**config.mk**
```make
export PLATFORM = sky130hd
export DESIGN_NAME = i2s_tdm_clkws_gen_flat
export DESIGN_NICKNAME = d
export VERILOG_FILES = /design/src/rtl/i2s_tdm_clkws_gen_if.sv /design/src/rtl/i2s_tdm_clkws_gen.sv /design/src/flat_wrapper.sv
export SDC_FILE = /design/constraint.sdc
export NUM_CORES = 1
export LEC_CHECK = 0
export ABC_AREA = 1
export BUFFER_PORTS_ARGS = -buffer_cell sky130_fd_sc_hd__buf_2
export CAP_MARGIN = 20
export CORE_ASPECT_RATIO = 1.25
export CORE_MARGIN = 4
export CORE_UTILIZATION = 50
export CTS_BUF_LIST = sky130_fd_sc_hd__clkbuf_2
export CTS_CLUSTER_DIAMETER = 150
export CTS_CLUSTER_SIZE = 30
export DETAILED_ROUTE_END_ITERATION = 8
export MAX_ROUTING_LAYER = met4
export PLACE_DENSITY = 0.68
export SLEW_MARGIN = 20
export SYNTH_ARGS = -nofsm -noshare
export SYNTH_HDL_FRONTEND = slang
export SYNTH_SLANG_ARGS = --single-unit
export TNS_END_PERCENT = 30
```
**constraint.sdc**
```tcl
create_clock -name clk_i -period 4.8 [get_ports clk_i]
set_input_delay 0.96 -clock clk_i [delete_from_list [all_inputs] [get_ports clk_i]]
set_output_delay 0.96 -clock clk_i [all_outputs]
set_load 0.1 [all_outputs]
```
**src/rtl/i2s_tdm_clkws_gen_if.sv**
```systemverilog
// rtl/i2s_tdm_clkws_gen_if.sv - per-generator enable/config inputs and SCK/WS outputs
interface i2s_tdm_clkws_gen_if #(
  parameter int NUM_GEN = 2,
  parameter int DIV_W   = 16,
  parameter int SLOT_W  = 3
);
  logic [NUM_GEN-1:0]        en_i;
  logic [NUM_GEN*DIV_W-1:0]  cfg_div_i;
  logic [NUM_GEN*5-1:0]      cfg_word_size_i;
  logic [NUM_GEN*SLOT_W-1:0] cfg_slot_num_i;
  logic [NUM_GEN-1:0]        cfg_ws_mode_i;
  logic [NUM_GEN-1:0]        cfg_ws_delay_i;
  logic [NUM_GEN-1:0]        cfg_ws_pol_i;
  logic [NUM_GEN-1:0]        sck_o;
  logic [NUM_GEN-1:0]        ws_o;
  logic [NUM_GEN-1:0]        sck_rise_o;
  logic [NUM_GEN-1:0]        sck_fall_o;
  logic [NUM_GEN-1:0]        frame_start_o;
  logic [NUM_GEN*SLOT_W-1:0] slot_idx_o;
  logic [NUM_GEN-1:0]        busy_o;

  modport master (
    output en_i, cfg_div_i, cfg_word_size_i, cfg_slot_num_i,
           cfg_ws_mode_i, cfg_ws_delay_i, cfg_ws_pol_i,
    input  sck_o, ws_o, sck_rise_o, sck_fall_o, frame_start_o, slot_idx_o, busy_o
  );

  modport slave (
    input  en_i, cfg_div_i, cfg_word_size_i, cfg_slot_num_i,
           cfg_ws_mode_i, cfg_ws_delay_i, cfg_ws_pol_i,
    output sck_o, ws_o, sck_rise_o, sck_fall_o, frame_start_o, slot_idx_o, busy_o
  );
endinterface

```
**src/rtl/i2s_tdm_clkws_gen.sv**
```systemverilog
// rtl/i2s_tdm_clkws_gen.sv - NUM_GEN independent I2S/TDM SCK and WS generators
module i2s_tdm_clkws_gen #(
  parameter int NUM_GEN = 2,
  parameter int DIV_W   = 16,
  parameter int SLOT_W  = 3
) (
  input logic clk_i,
  input logic rst_i,
  i2s_tdm_clkws_gen_if.slave bus
);

  typedef enum logic [1:0] {IDLE, RUN, STOP} state_e;

  function automatic logic [4:0] next_bit(input logic [4:0] b, input logic [4:0] w);
    return (b == w) ? 5'd0 : b + 5'd1;
  endfunction

  function automatic logic [SLOT_W-1:0] next_slot(input logic [4:0] b, input logic [4:0] w,
                                                  input logic [SLOT_W-1:0] s,
                                                  input logic [SLOT_W-1:0] n);
    if (b != w) return s;
    return (s == n) ? {SLOT_W{1'b0}} : s + SLOT_W'(1);
  endfunction

  function automatic logic ws_raw(input logic mode, input logic [4:0] b,
                                  input logic [SLOT_W-1:0] s, input logic [SLOT_W-1:0] n);
    if (mode) return (s == {SLOT_W{1'b0}}) && (b == 5'd0);
    return {1'b0, s} >= (({1'b0, n} + (SLOT_W+1)'(1)) >> 1);
  endfunction

  for (genvar g = 0; g < NUM_GEN; g++) begin : g_gen
    state_e            state_q, state_d;
    logic [DIV_W-1:0]  cnt_q, cnt_d, div_q, div_d;
    logic [4:0]        bit_q, bit_d, word_q, word_d;
    logic [SLOT_W-1:0] slot_q, slot_d, snum_q, snum_d;
    logic              mode_q, mode_d, dly_q, dly_d, pol_q, pol_d;
    logic              sck_q, sck_d, ws_q, ws_d;
    logic              rise_q, rise_d, fall_q, fall_d, fs_q, fs_d;
    logic              en, tick, fall_ev, wrap, load, ws_start;
    logic [DIV_W-1:0]  c_div;
    logic [4:0]        c_word, nb, nb2;
    logic [SLOT_W-1:0] c_snum, ns, ns2;
    logic              c_mode, c_dly, c_pol;

    assign en     = bus.en_i[g];
    assign c_div  = bus.cfg_div_i[g*DIV_W +: DIV_W];
    assign c_word = bus.cfg_word_size_i[g*5 +: 5];
    assign c_snum = bus.cfg_slot_num_i[g*SLOT_W +: SLOT_W];
    assign c_mode = bus.cfg_ws_mode_i[g];
    assign c_dly  = bus.cfg_ws_delay_i[g];
    assign c_pol  = bus.cfg_ws_pol_i[g];

    assign tick    = (cnt_q == div_q);
    assign fall_ev = (state_q != IDLE) && tick && sck_q;
    assign wrap    = fall_ev && (bit_q == word_q) && (slot_q == snum_q);

    // nb/ns is the position after this falling edge, nb2/ns2 the one after that
    assign nb  = next_bit(bit_q, word_q);
    assign ns  = next_slot(bit_q, word_q, slot_q, snum_q);
    assign nb2 = next_bit(nb, word_q);
    assign ns2 = next_slot(nb, word_q, ns, snum_q);

    // WS for position (0,0) of a frame that starts with the live config
    assign ws_start = ws_raw(c_mode,
                             c_dly ? next_bit(5'd0, c_word) : 5'd0,
                             c_dly ? next_slot(5'd0, c_word, {SLOT_W{1'b0}}, c_snum) : {SLOT_W{1'b0}},
                             c_snum) ^ c_pol;

    always_comb begin
      state_d = state_q;
      cnt_d   = cnt_q;
      sck_d   = sck_q;
      ws_d    = ws_q;
      bit_d   = bit_q;
      slot_d  = slot_q;
      rise_d  = 1'b0;
      fall_d  = 1'b0;
      fs_d    = 1'b0;
      load    = 1'b0;
      case (state_q)
        IDLE: begin
          sck_d  = 1'b0;
          cnt_d  = '0;
          bit_d  = '0;
          slot_d = '0;
          ws_d   = c_pol;
          if (en) begin
            state_d = RUN;
            load    = 1'b1;
            ws_d    = ws_start;
            fs_d    = 1'b1;
          end
        end
        default: begin
          if (en)        state_d = RUN;
          else if (wrap) state_d = IDLE;
          else           state_d = STOP;
          cnt_d = tick ? '0 : cnt_q + DIV_W'(1);
          if (tick) begin
            sck_d  = ~sck_q;
            rise_d = ~sck_q;
            fall_d = sck_q;
          end
          if (wrap) begin
            bit_d  = '0;
            slot_d = '0;
            if (en) begin
              load = 1'b1;
              ws_d = ws_start;
              fs_d = 1'b1;
            end else begin
              ws_d = c_pol;
            end
          end else if (fall_ev) begin
            bit_d  = nb;
            slot_d = ns;
            ws_d   = ws_raw(mode_q, dly_q ? nb2 : nb, dly_q ? ns2 : ns, snum_q) ^ pol_q;
          end
        end
      endcase
      div_d  = load ? c_div  : div_q;
      word_d = load ? c_word : word_q;
      snum_d = load ? c_snum : snum_q;
      mode_d = load ? c_mode : mode_q;
      dly_d  = load ? c_dly  : dly_q;
      pol_d  = load ? c_pol  : pol_q;
    end

    always_ff @(posedge clk_i or posedge rst_i) begin
      if (rst_i) begin
        state_q <= IDLE;
        cnt_q   <= '0;
        div_q   <= '0;
        bit_q   <= '0;
        word_q  <= '0;
        slot_q  <= '0;
        snum_q  <= '0;
        mode_q  <= 1'b0;
        dly_q   <= 1'b0;
        pol_q   <= 1'b0;
        sck_q   <= 1'b0;
        ws_q    <= 1'b0;
        rise_q  <= 1'b0;
        fall_q  <= 1'b0;
        fs_q    <= 1'b0;
      end else begin
        state_q <= state_d;
        cnt_q   <= cnt_d;
        div_q   <= div_d;
        bit_q   <= bit_d;
        word_q  <= word_d;
        slot_q  <= slot_d;
        snum_q  <= snum_d;
        mode_q  <= mode_d;
        dly_q   <= dly_d;
        pol_q   <= pol_d;
        sck_q   <= sck_d;
        ws_q    <= ws_d;
        rise_q  <= rise_d;
        fall_q  <= fall_d;
        fs_q    <= fs_d;
      end
    end

    assign bus.sck_o[g]                       = sck_q;
    assign bus.ws_o[g]                        = ws_q;
    assign bus.sck_rise_o[g]                  = rise_q;
    assign bus.sck_fall_o[g]                  = fall_q;
    assign bus.frame_start_o[g]               = fs_q;
    assign bus.slot_idx_o[g*SLOT_W +: SLOT_W] = slot_q;
    assign bus.busy_o[g]                      = (state_q != IDLE);
  end

endmodule

```
**src/flat_wrapper.sv**
```systemverilog
// flat-port wrapper written by rule: the top's interface ports become plain ports
module i2s_tdm_clkws_gen_flat 
#(
  parameter int NUM_GEN = 2,
  parameter int DIV_W   = 16,
  parameter int SLOT_W  = 3
)
  (clk_i, rst_i, bus_en_i, bus_cfg_div_i, bus_cfg_word_size_i, bus_cfg_slot_num_i, bus_cfg_ws_mode_i, bus_cfg_ws_delay_i, bus_cfg_ws_pol_i, bus_sck_o, bus_ws_o, bus_sck_rise_o, bus_sck_fall_o, bus_frame_start_o, bus_slot_idx_o, bus_busy_o);
  i2s_tdm_clkws_gen_if #(.NUM_GEN(NUM_GEN), .DIV_W(DIV_W), .SLOT_W(SLOT_W)) bus_i ();
  input logic clk_i;
  input logic rst_i;
  input wire logic [$bits(bus_i.en_i)-1:0] bus_en_i;
  input wire logic [$bits(bus_i.cfg_div_i)-1:0] bus_cfg_div_i;
  input wire logic [$bits(bus_i.cfg_word_size_i)-1:0] bus_cfg_word_size_i;
  input wire logic [$bits(bus_i.cfg_slot_num_i)-1:0] bus_cfg_slot_num_i;
  input wire logic [$bits(bus_i.cfg_ws_mode_i)-1:0] bus_cfg_ws_mode_i;
  input wire logic [$bits(bus_i.cfg_ws_delay_i)-1:0] bus_cfg_ws_delay_i;
  input wire logic [$bits(bus_i.cfg_ws_pol_i)-1:0] bus_cfg_ws_pol_i;
  output wire logic [$bits(bus_i.sck_o)-1:0] bus_sck_o;
  output wire logic [$bits(bus_i.ws_o)-1:0] bus_ws_o;
  output wire logic [$bits(bus_i.sck_rise_o)-1:0] bus_sck_rise_o;
  output wire logic [$bits(bus_i.sck_fall_o)-1:0] bus_sck_fall_o;
  output wire logic [$bits(bus_i.frame_start_o)-1:0] bus_frame_start_o;
  output wire logic [$bits(bus_i.slot_idx_o)-1:0] bus_slot_idx_o;
  output wire logic [$bits(bus_i.busy_o)-1:0] bus_busy_o;
  assign bus_i.en_i = bus_en_i;
  assign bus_i.cfg_div_i = bus_cfg_div_i;
  assign bus_i.cfg_word_size_i = bus_cfg_word_size_i;
  assign bus_i.cfg_slot_num_i = bus_cfg_slot_num_i;
  assign bus_i.cfg_ws_mode_i = bus_cfg_ws_mode_i;
  assign bus_i.cfg_ws_delay_i = bus_cfg_ws_delay_i;
  assign bus_i.cfg_ws_pol_i = bus_cfg_ws_pol_i;
  assign bus_sck_o = bus_i.sck_o;
  assign bus_ws_o = bus_i.ws_o;
  assign bus_sck_rise_o = bus_i.sck_rise_o;
  assign bus_sck_fall_o = bus_i.sck_fall_o;
  assign bus_frame_start_o = bus_i.frame_start_o;
  assign bus_slot_idx_o = bus_i.slot_idx_o;
  assign bus_busy_o = bus_i.busy_o;
  i2s_tdm_clkws_gen #(.NUM_GEN(NUM_GEN), .DIV_W(DIV_W), .SLOT_W(SLOT_W)) u_core (.clk_i(clk_i), .rst_i(rst_i), .bus(bus_i));
endmodule
```
==> results.json, run 1 <==
{
  "grt_pass1_wl_um": 26300,
  "cp.arrival_ns": 3.57,
  "crit_path_max_incr_delay_ns": 0.47,
  "sequential_fraction_of_the_synthesis_area_pct": 42.0,
  "wl_um": 15100,
  "place_hpwl_um": 11300,
  "routedWlPerCell_um": 12.9,
  "met3_length_um": 496,
  "max_freq_mhz": 335,
  "first_global_vias": 5706,
  "status": "completed",
  "netlist_area_um2": 6910,
  "die_outline_height_um": 139,
  "actual_slew_at_the_worst_max_slew_pin_ns": 0.626,
  "placement_rows": 47,
  "detail-route-antenna-nets": 0,
  "design.portCount": 76,
  "leakagePower_uw": 0.00398,
  "worst_clock_skew_ns": 0.0381,
  "grt_setup_unrepaired": "no",
  "placed_cell_area_um2": 7320,
  "finalHoldViolCount": 0,
  "worst_hold_path_type": "primary input to async pin",
  "core_region_area_um2": 13400,
  "critPathKind": "flip-flop to flip-flop",
  "floorplan.initialDensity_pct": 51.5,
  "syn_to_final_growth_pct": 10.4,
  "tritoncts": "yes",
  "cp.required_ns": 5.39,
  "routed-via-count": 5787,
  "cpMaxStageDelayCell": "dfrtp_1",
  "worst_skew_pair_later_pin_latency_ns": 0.72,
  "floorplan.die_area_um2": 15800,
  "gp_congestion": 0.895,
  "globalRoute.totalOverflow": 0,
  "ctsRootBufferMaster": "clkbuf_2",
  "number_of_distinct_library_cell_variants_in_the_gate_level_netlist_after_synthesis": 43,
  "layout.cell_area.non_filler_um2": 7630,
  "postSynthRegisterBits": 116,
  "dr.pass1.iters": 5,
  "critical_path_fanout_max": 14,
  "final.min_clock_period_ns": 2.98,
  "wl_met1_um": 6670,
  "vias_per_cell": 4.95,
  "synth_flop_cell": "dfrtp_1",
  "grt.total_usage_pct": 20.9,
  "ys.warnings.count": 0,
  "dr.max_layer_used": "met4",
  "ir_worst_vdd_uv": 198,
  "setup_viol": 0,
  "clkTransAtPathRegs_ns": 0.22,
  "holdBufCountCts": 0,
  "post-cts-setup-buffer-count": 0,
  "post_cts_resized": 0,
  "post_synth.cell_area_avg_um2": 7.55,
  "htree_num_levels": 4,
  "fin_crit_sh_pct": 62.2,
  "netlist_instances": 916,
  "die-width_um": 113,
  "clock-sinks": 116,
  "port_buffers": 75,
  "cts_buffers": 17,
  "worst_setup_path_start_kind": "flip-flop",
  "antenna_found_initial": 1,
  "cts_max_path_buffers": 2,
  "crit_path_cell_trace": "nor2_1 -> nor2_1 -> nor2_1 -> nand3_2 -> nand2_1 -> inv_1 -> nor2_1 -> nor2_1 -> nand3_2 -> clkinv_2 -> nand2_1 -> nand2_1 -> nand2_1 -> inv_1 -> ha_1 -> a21boi_0 -> o21ai_0 -> nand2_1 -> nand3_1 -> nand3_1 -> nand2_1 -> nand2_1",
  "synth-edff-count": 0,
  "pwr_density_cell_nw_per_um2": 333,
  "slew_viol_final": 0,
  "crit_top_cell": "nand2_1",
  "maxCapViolCount": 0,
  "whs_ns": 0.261,
  "mappedNetlistNets": 998,
  "synth_async_sr_flop_share_pct": 100,
  "pin_count_of_the_biggest_net_entering_global_routing": 46,
  "rel_slew_slack_pct": 58.1,
  "detailroute.wirelength.met2_um": 7650,
  "critical_path.endpoint_type": "flip-flop",
  "layout-drive-gt1-share_pct": 15.0,
  "initialDrtViolationCount": 406,
  "drc_errors": 0,
  "totalNegativeSetupSlack_ns": 0,
  "layout.nets": 1067
}
state kept, by name, summed over array words and instances (netlist names):
signal / cells
u_core.g_gen.word_q: 10
u_core.g_gen.div_q: 32
u_core.g_gen.ws_q: 2
u_core.g_gen.sck_q: 2
u_core.g_gen.bit_q: 10
u_core.g_gen.state_q: 4
u_core.g_gen.rise_q: 2
u_core.g_gen.pol_q: 2
u_core.g_gen.mode_q: 2
u_core.g_gen.fall_q: 2
u_core.g_gen.snum_q: 6
u_core.g_gen.cnt_q: 32
u_core.g_gen.fs_q: 2
u_core.g_gen.dly_q: 2
u_core.g_gen.slot_q: 6
Yosys cell counts (2+ instances only):
| cell | n | share of area, % |
|---|---|---|
| nand2_1 | 293 | 16 |
| dfrtp_1 | 116 | 42 |
| inv_1 | 114 | 6.2 |
| nor2_1 | 65 | 3.5 |
| nand3_1 | 58 | 4.2 |
| xnor2_1 | 35 | 4.4 |
| o21ai_0 | 26 | 1.9 |
| a21oi_1 | 24 | 1.7 |
| ha_1 | 24 | 4.3 |
| nor3_1 | 20 | 1.4 |
| o22ai_1 | 14 | 1.3 |
| xor2_1 | 14 | 1.8 |
| buf_4 | 10 | 1.1 |
| nor3b_1 | 10 | 1.1 |
| inv_2 | 9 | 0.49 |
| nand4_1 | 8 | 0.72 |
| buf_2 | 7 | 0.51 |
| buf_6 | 7 | 1.1 |
| nor2_2 | 6 | 0.54 |
| clkinv_1 | 5 | 0.27 |
| nand3_2 | 5 | 0.72 |
| o21ai_1 | 5 | 0.36 |
| o21ai_2 | 5 | 0.63 |
| or2_2 | 5 | 0.45 |
| clkbuf_1 | 3 | 0.16 |
| nand2_2 | 3 | 0.27 |
| nor4_1 | 3 | 0.27 |
| o21a_1 | 3 | 0.33 |
| a21boi_0 | 2 | 0.22 |
| nand3b_1 | 2 | 0.22 |
| nor2_4 | 2 | 0.33 |
| o211ai_1 | 2 | 0.22 |
placed cells by master, fill, tap and decap left out, drive strengths merged, types with 2 or more instances in the layout:
| cell type | synthesis | routed |
|---|---|---|
| nand2 | 297 | 297 |
| inv | 123 | 125 |
| dfrtp | 116 | 116 |
| buf | 25 | 79 |
| nor2 | 73 | 73 |
| nand3 | 64 | 64 |
| o21ai | 36 | 36 |
| xnor2 | 35 | 35 |
| a21oi | 24 | 24 |
| ha | 24 | 24 |
| nor3 | 20 | 20 |
| clkbuf | 4 | 19 |
| xor2 | 14 | 14 |
| o22ai | 14 | 14 |
| clkinv | 6 | 12 |
| nor3b | 10 | 10 |
| nand4 | 8 | 8 |
| or2 | 5 | 5 |
| bufinv | 0 | 5 |
| o21a | 3 | 3 |
| nor4 | 3 | 3 |
| a21boi | 2 | 2 |
| o211ai | 2 | 2 |
| nand3b | 2 | 2 |
routing by layer:
metal / global-route usage (%) / vias to the layer above
met5: - / -
met4: 7.53 / 0
met3: 3.91 / 22
met2: 34.6 / 94
met1: 25.6 / 2649
li1: - / 3022
metrics by stage:
stage               worst slack (ns)  util (%)  instances  total power (µW)
finish                          1.82      56.9       1170              2540
detailed placement              1.86      54.6       1137              1760
global placement                1.88      54.6       1137              1750
CTS                             1.77      56.9       1169              2570
global route                    1.37      56.9       1170              2710
floorplan                      0.768         -        916              1630
cell families (layout without fill, tap and decap cells):
logic type      Yosys count  count (layout)  synth area share (%)
simple gates            484             484                  30.3
buf+inv                 158             240                  10.0
flops                   116             116                  42.0
compound gates           85              85                  7.08
xor+xnor                 49              49                  6.21
fa+ha+maj                24              24                  4.34
other cells               0               1                     0
path summary, 6_finish.rpt:
| check | startpoint | end | slack [ns] | cells past startpoint |
|---|---|---|---|---|
| max | u_core.g_gen[1].bit_q[0]$_DFFE_PP0P_ | u_core.g_gen[1].ws_q$_DFFE_PP0P_ | 1.82 | 22 |
| min | rst_i | u_core.g_gen[0].div_q[0]$_DFFE_PP0P_ | 0.26 | 2 |
| max reg2reg | u_core.g_gen[1].bit_q[0]$_DFFE_PP0P_ | u_core.g_gen[1].ws_q$_DFFE_PP0P_ | 1.82 | 22 |
| min reg2reg | u_core.g_gen[1].sck_q$_DFFE_PP0P_ | u_core.g_gen[1].rise_q$_DFF_PP0_ | 0.52 | 1 |
| max in group asynchronous | rst_i | u_core.g_gen[0].slot_q[1]$_DFFE_PP0P_ | 3.54 | 3 |
| min in group clk_i | bus_en_i[1] | u_core.g_gen[1].state_q[0]$_DFFE_PP0P_ | 0.41 | 1 |
power by group:
part           internal [µW]  switching, µW
registers               1080           93.7
clock network            401            402
logic                    218            350
cell type report:
type	instances	area (µm²)
Antenna cell	1	2.50
Clock buffer	19	95.1
Clock inverter	13	205
Fill cell	1292	5780
Inverter	129	488
Multi-Input combinational cell	642	3310
Sequential cell	116	2900
Tap cell	171	214
Timing Repair Buffer	79	405
critical path: cells and delay by family (launching register included):
kind | cells | cell delay (ns)
adders and majority gates | 1 | 0.27
buffers and inverters | 3 | 0.20
AOI/OAI and AO/OA | 2 | 0.27
DFF | 1 | 0.47
and+or+nand+nor | 16 | 1.67
Power figures use the tool's default switching activity.
==> run 2: changes to the inputs <==
clock period = 3.1 ns   (was 4.8 ns; I/O delays follow)
==> run 2 against run 1 <==
Non-clock buffer count increased by 11. Total power is 56% higher. Fmax up 4.1%. First-iteration DRC count is 8.4% lower. Die area stayed put. Global-route usage is 0.51 points lower. Sequential cell count did not move. Clock power increased by 48%. Worst setup slack worse by 1.6 ns. Via count rose by 4.1%. Sequential power rose by 55%. Critical path type unchanged. Critical endpoint unchanged. Largest power group unchanged.
==> results.json, run 2 (synthesis results as in run 1) <==
{
  "status": "completed",
  "vias_per_cell": 5.10,
  "placed_cell_area_um2": 7360,
  "tritoncts": "yes",
  "floorplan.die_area_um2": 15800,
  "setup_viol": 0,
  "reg2regPathDepth": 22,
  "gp_congestion": 0.908,
  "place_hpwl_um": 11100,
  "grt_util_met3_pct": 3.95,
  "final_worst_setup_slack_ns": 0.233,
  "routedWlPerCell_um": 13.1,
  "worst_skew_pair_later_pin_latency_ns": 0.70,
  "actual_slew_at_the_worst_max_slew_pin_ns": 0.823,
  "gr-max-usage-layer": "met2",
  "whs_ns": 0.0479,
  "routed-via-count": 6026,
  "initialDrtViolationCount": 372,
  "final.min_clock_period_ns": 2.87,
  "pwr_density_cell_nw_per_um2": 503,
  "most_common_cell_after_layout_fill_and_taps_aside": "nand2_1",
  "ctsRootBufferMaster": "clkbuf_2",
  "finalNonFillerCells": 1181,
  "holdBufCountCts": 0,
  "layout_common_cells": "nand2_1 (283), dfrtp_1 (113), inv_1 (112)",
  "critical_path_fanout_max": 7,
  "htree_num_levels": 4,
  "detail-route-antenna-nets": 0,
  "finalPower_uw": 3970,
  "layout.cell_area.non_filler_um2": 7890,
  "antenna_found_initial": 1,
  "fin_crit_sh_pct": 92.5,
  "floorplan.initialDensity_pct": 51.5,
  "dr.pass1.iters": 5,
  "grt_setup_unrepaired": "yes",
  "leakagePower_uw": 0.00404,
  "placement_rows": 47,
  "syn_to_final_growth_pct": 14.2,
  "worst_setup_path_start_kind": "flip-flop",
  "pin_count_of_the_biggest_net_entering_global_routing": 46,
  "die-width_um": 113,
  "worst_clock_skew_ns": 0.0263,
  "crit_path_cell_trace": "nor2_4 -> nor2_1 -> nor2_2 -> buf_4 -> nand3_4 -> nand2_2 -> nand3_2 -> nor2_4 -> nand3_2 -> inv_4 -> nand2_1 -> nand2_1 -> nand2_2 -> inv_2 -> ha_1 -> a21boi_2 -> o21ai_1 -> nand2_1 -> nand3_2 -> nand3_1 -> nand2_1 -> nand2_1",
  "ir_worst_vdd_uv": 271,
  "port_buffers": 75,
  "cpMaxStageDelayCell": "dfrtp_2",
  "layout-drive-gt1-share_pct": 18.8,
  "met2_track_demand_over_resource_in_global_routing_pct": 34.3,
  "layout_top_registers": "u_core.g_gen.cnt_q (32), u_core.g_gen.div_q (32)",
  "cp.required_ns": 3.69,
  "rel_slew_slack_pct": 45.0,
  "maxCapViolCount": 0,
  "grt_use_met1_pct": 24.4,
  "cp.arrival_ns": 3.46,
  "cts_buffers": 17,
  "critPathKind": "flip-flop to flip-flop",
  "crit_path_max_incr_delay_ns": 0.51,
  "first_global_vias": 5642,
  "critical_path.endpoint_type": "flip-flop",
  "wl_um": 15500,
  "clkTransAtPathRegs_ns": 0.18,
  "slew_viol_final": 0,
  "crit_top_cell": "nand2_1",
  "finalHoldViolCount": 0,
  "globalRoute.totalOverflow": 0,
  "critical_path.reg2reg.endpoint": "u_core.g_gen[1].ws_q$_DFFE_PP0P_",
  "grt.total_usage_pct": 20.4,
  "drc_errors": 0,
  "layout.nets": 1079,
  "placed_cells_incl_taps": 1138,
  "worst_reg2reg_startpoint": "u_core.g_gen[1].bit_q[0]$_DFFE_PP0P_",
  "worst_hold_path_type": "primary input to async pin",
  "max_freq_mhz": 349,
  "detailedPlace.worstSlack_ns": 0.214,
  "cts_max_path_buffers": 2,
  "design.portCount": 76,
  "grt_pass1_wl_um": 25500,
  "core_region_area_um2": 13400,
  "regToRegSetupSlack_ns": 0.23,
  "clock-sinks": 116,
  "die_outline_height_um": 139
}
run 2: layer usage:
metal / wire [µm] / up-vias / share of wire (%)
met4: 377 / 0 / 2.4
li1: - / 3043 / -
met5: 0 / - / 0
met2: 7780 / 150 / 50
met1: 6640 / 2797 / 43
met3: 688 / 36 / 4.4
run 2: stage by stage:
stage	setup TNS (ns)	utilization, %
floorplan	0	-
global placement	0	54.9
detailed placement	0	54.9
CTS	0	57.0
global route	-0.0926	58.9
finish	0	58.9
run 2: worst max-delay path by stage:
stage / slack, ns / end / start / cells after the start
floorplan: 0.04 / u_core.g_gen[0].ws_q$_DFFE_PP0P_ / u_core.g_gen[0].slot_q[0]$_DFFE_PP0P_ / 20
global placement: 0.26 / u_core.g_gen[1].ws_q$_DFFE_PP0P_ / u_core.g_gen[1].bit_q[0]$_DFFE_PP0P_ / 20
detailed placement: 0.21 / u_core.g_gen[1].ws_q$_DFFE_PP0P_ / u_core.g_gen[1].bit_q[0]$_DFFE_PP0P_ / 22
CTS: 0.15 / u_core.g_gen[1].ws_q$_DFFE_PP0P_ / u_core.g_gen[1].bit_q[0]$_DFFE_PP0P_ / 22
global route: -0.09 / u_core.g_gen[1].ws_q$_DFFE_PP0P_ / u_core.g_gen[1].bit_q[0]$_DFFE_PP0P_ / 23
finish: 0.23 / u_core.g_gen[1].ws_q$_DFFE_PP0P_ / u_core.g_gen[1].bit_q[0]$_DFFE_PP0P_ / 22
run 2: power breakdown:
part	leakage, µW	internal, µW	switching (µW)	total (µW)
combinational	0.00236	384	583	967
sequential	0.00151	1660	148	1810
clock	0.000167	604	584	1190
total	0.00404	2650	1320	3970
run 2: cell type report:
type / instances / area, µm²
Antenna cell: 2 / 5.00
Clock buffer: 19 / 95.1
Clock inverter: 11 / 185
Fill cell: 1282 / 5520
Inverter: 129 / 490
Multi-Input combinational cell: 643 / 3480
Sequential cell: 116 / 2910
Tap cell: 171 / 214
Timing Repair Buffer: 90 / 513
run 2: critical path: cells and delay by family, from the launching register on:
kind / cells / cell delay (ns)
flops: 1 / 0.51
simple gates: 16 / 1.47
buf+inv: 3 / 0.29
compound gates: 2 / 0.27
fa+ha+maj: 1 / 0.21
run 2: what timing repair did:
item                                    4_1_cts  5_1_grt
endpoints found under the setup margin        0        2
setup buffers                                 0       10
resized for setup                             0       43
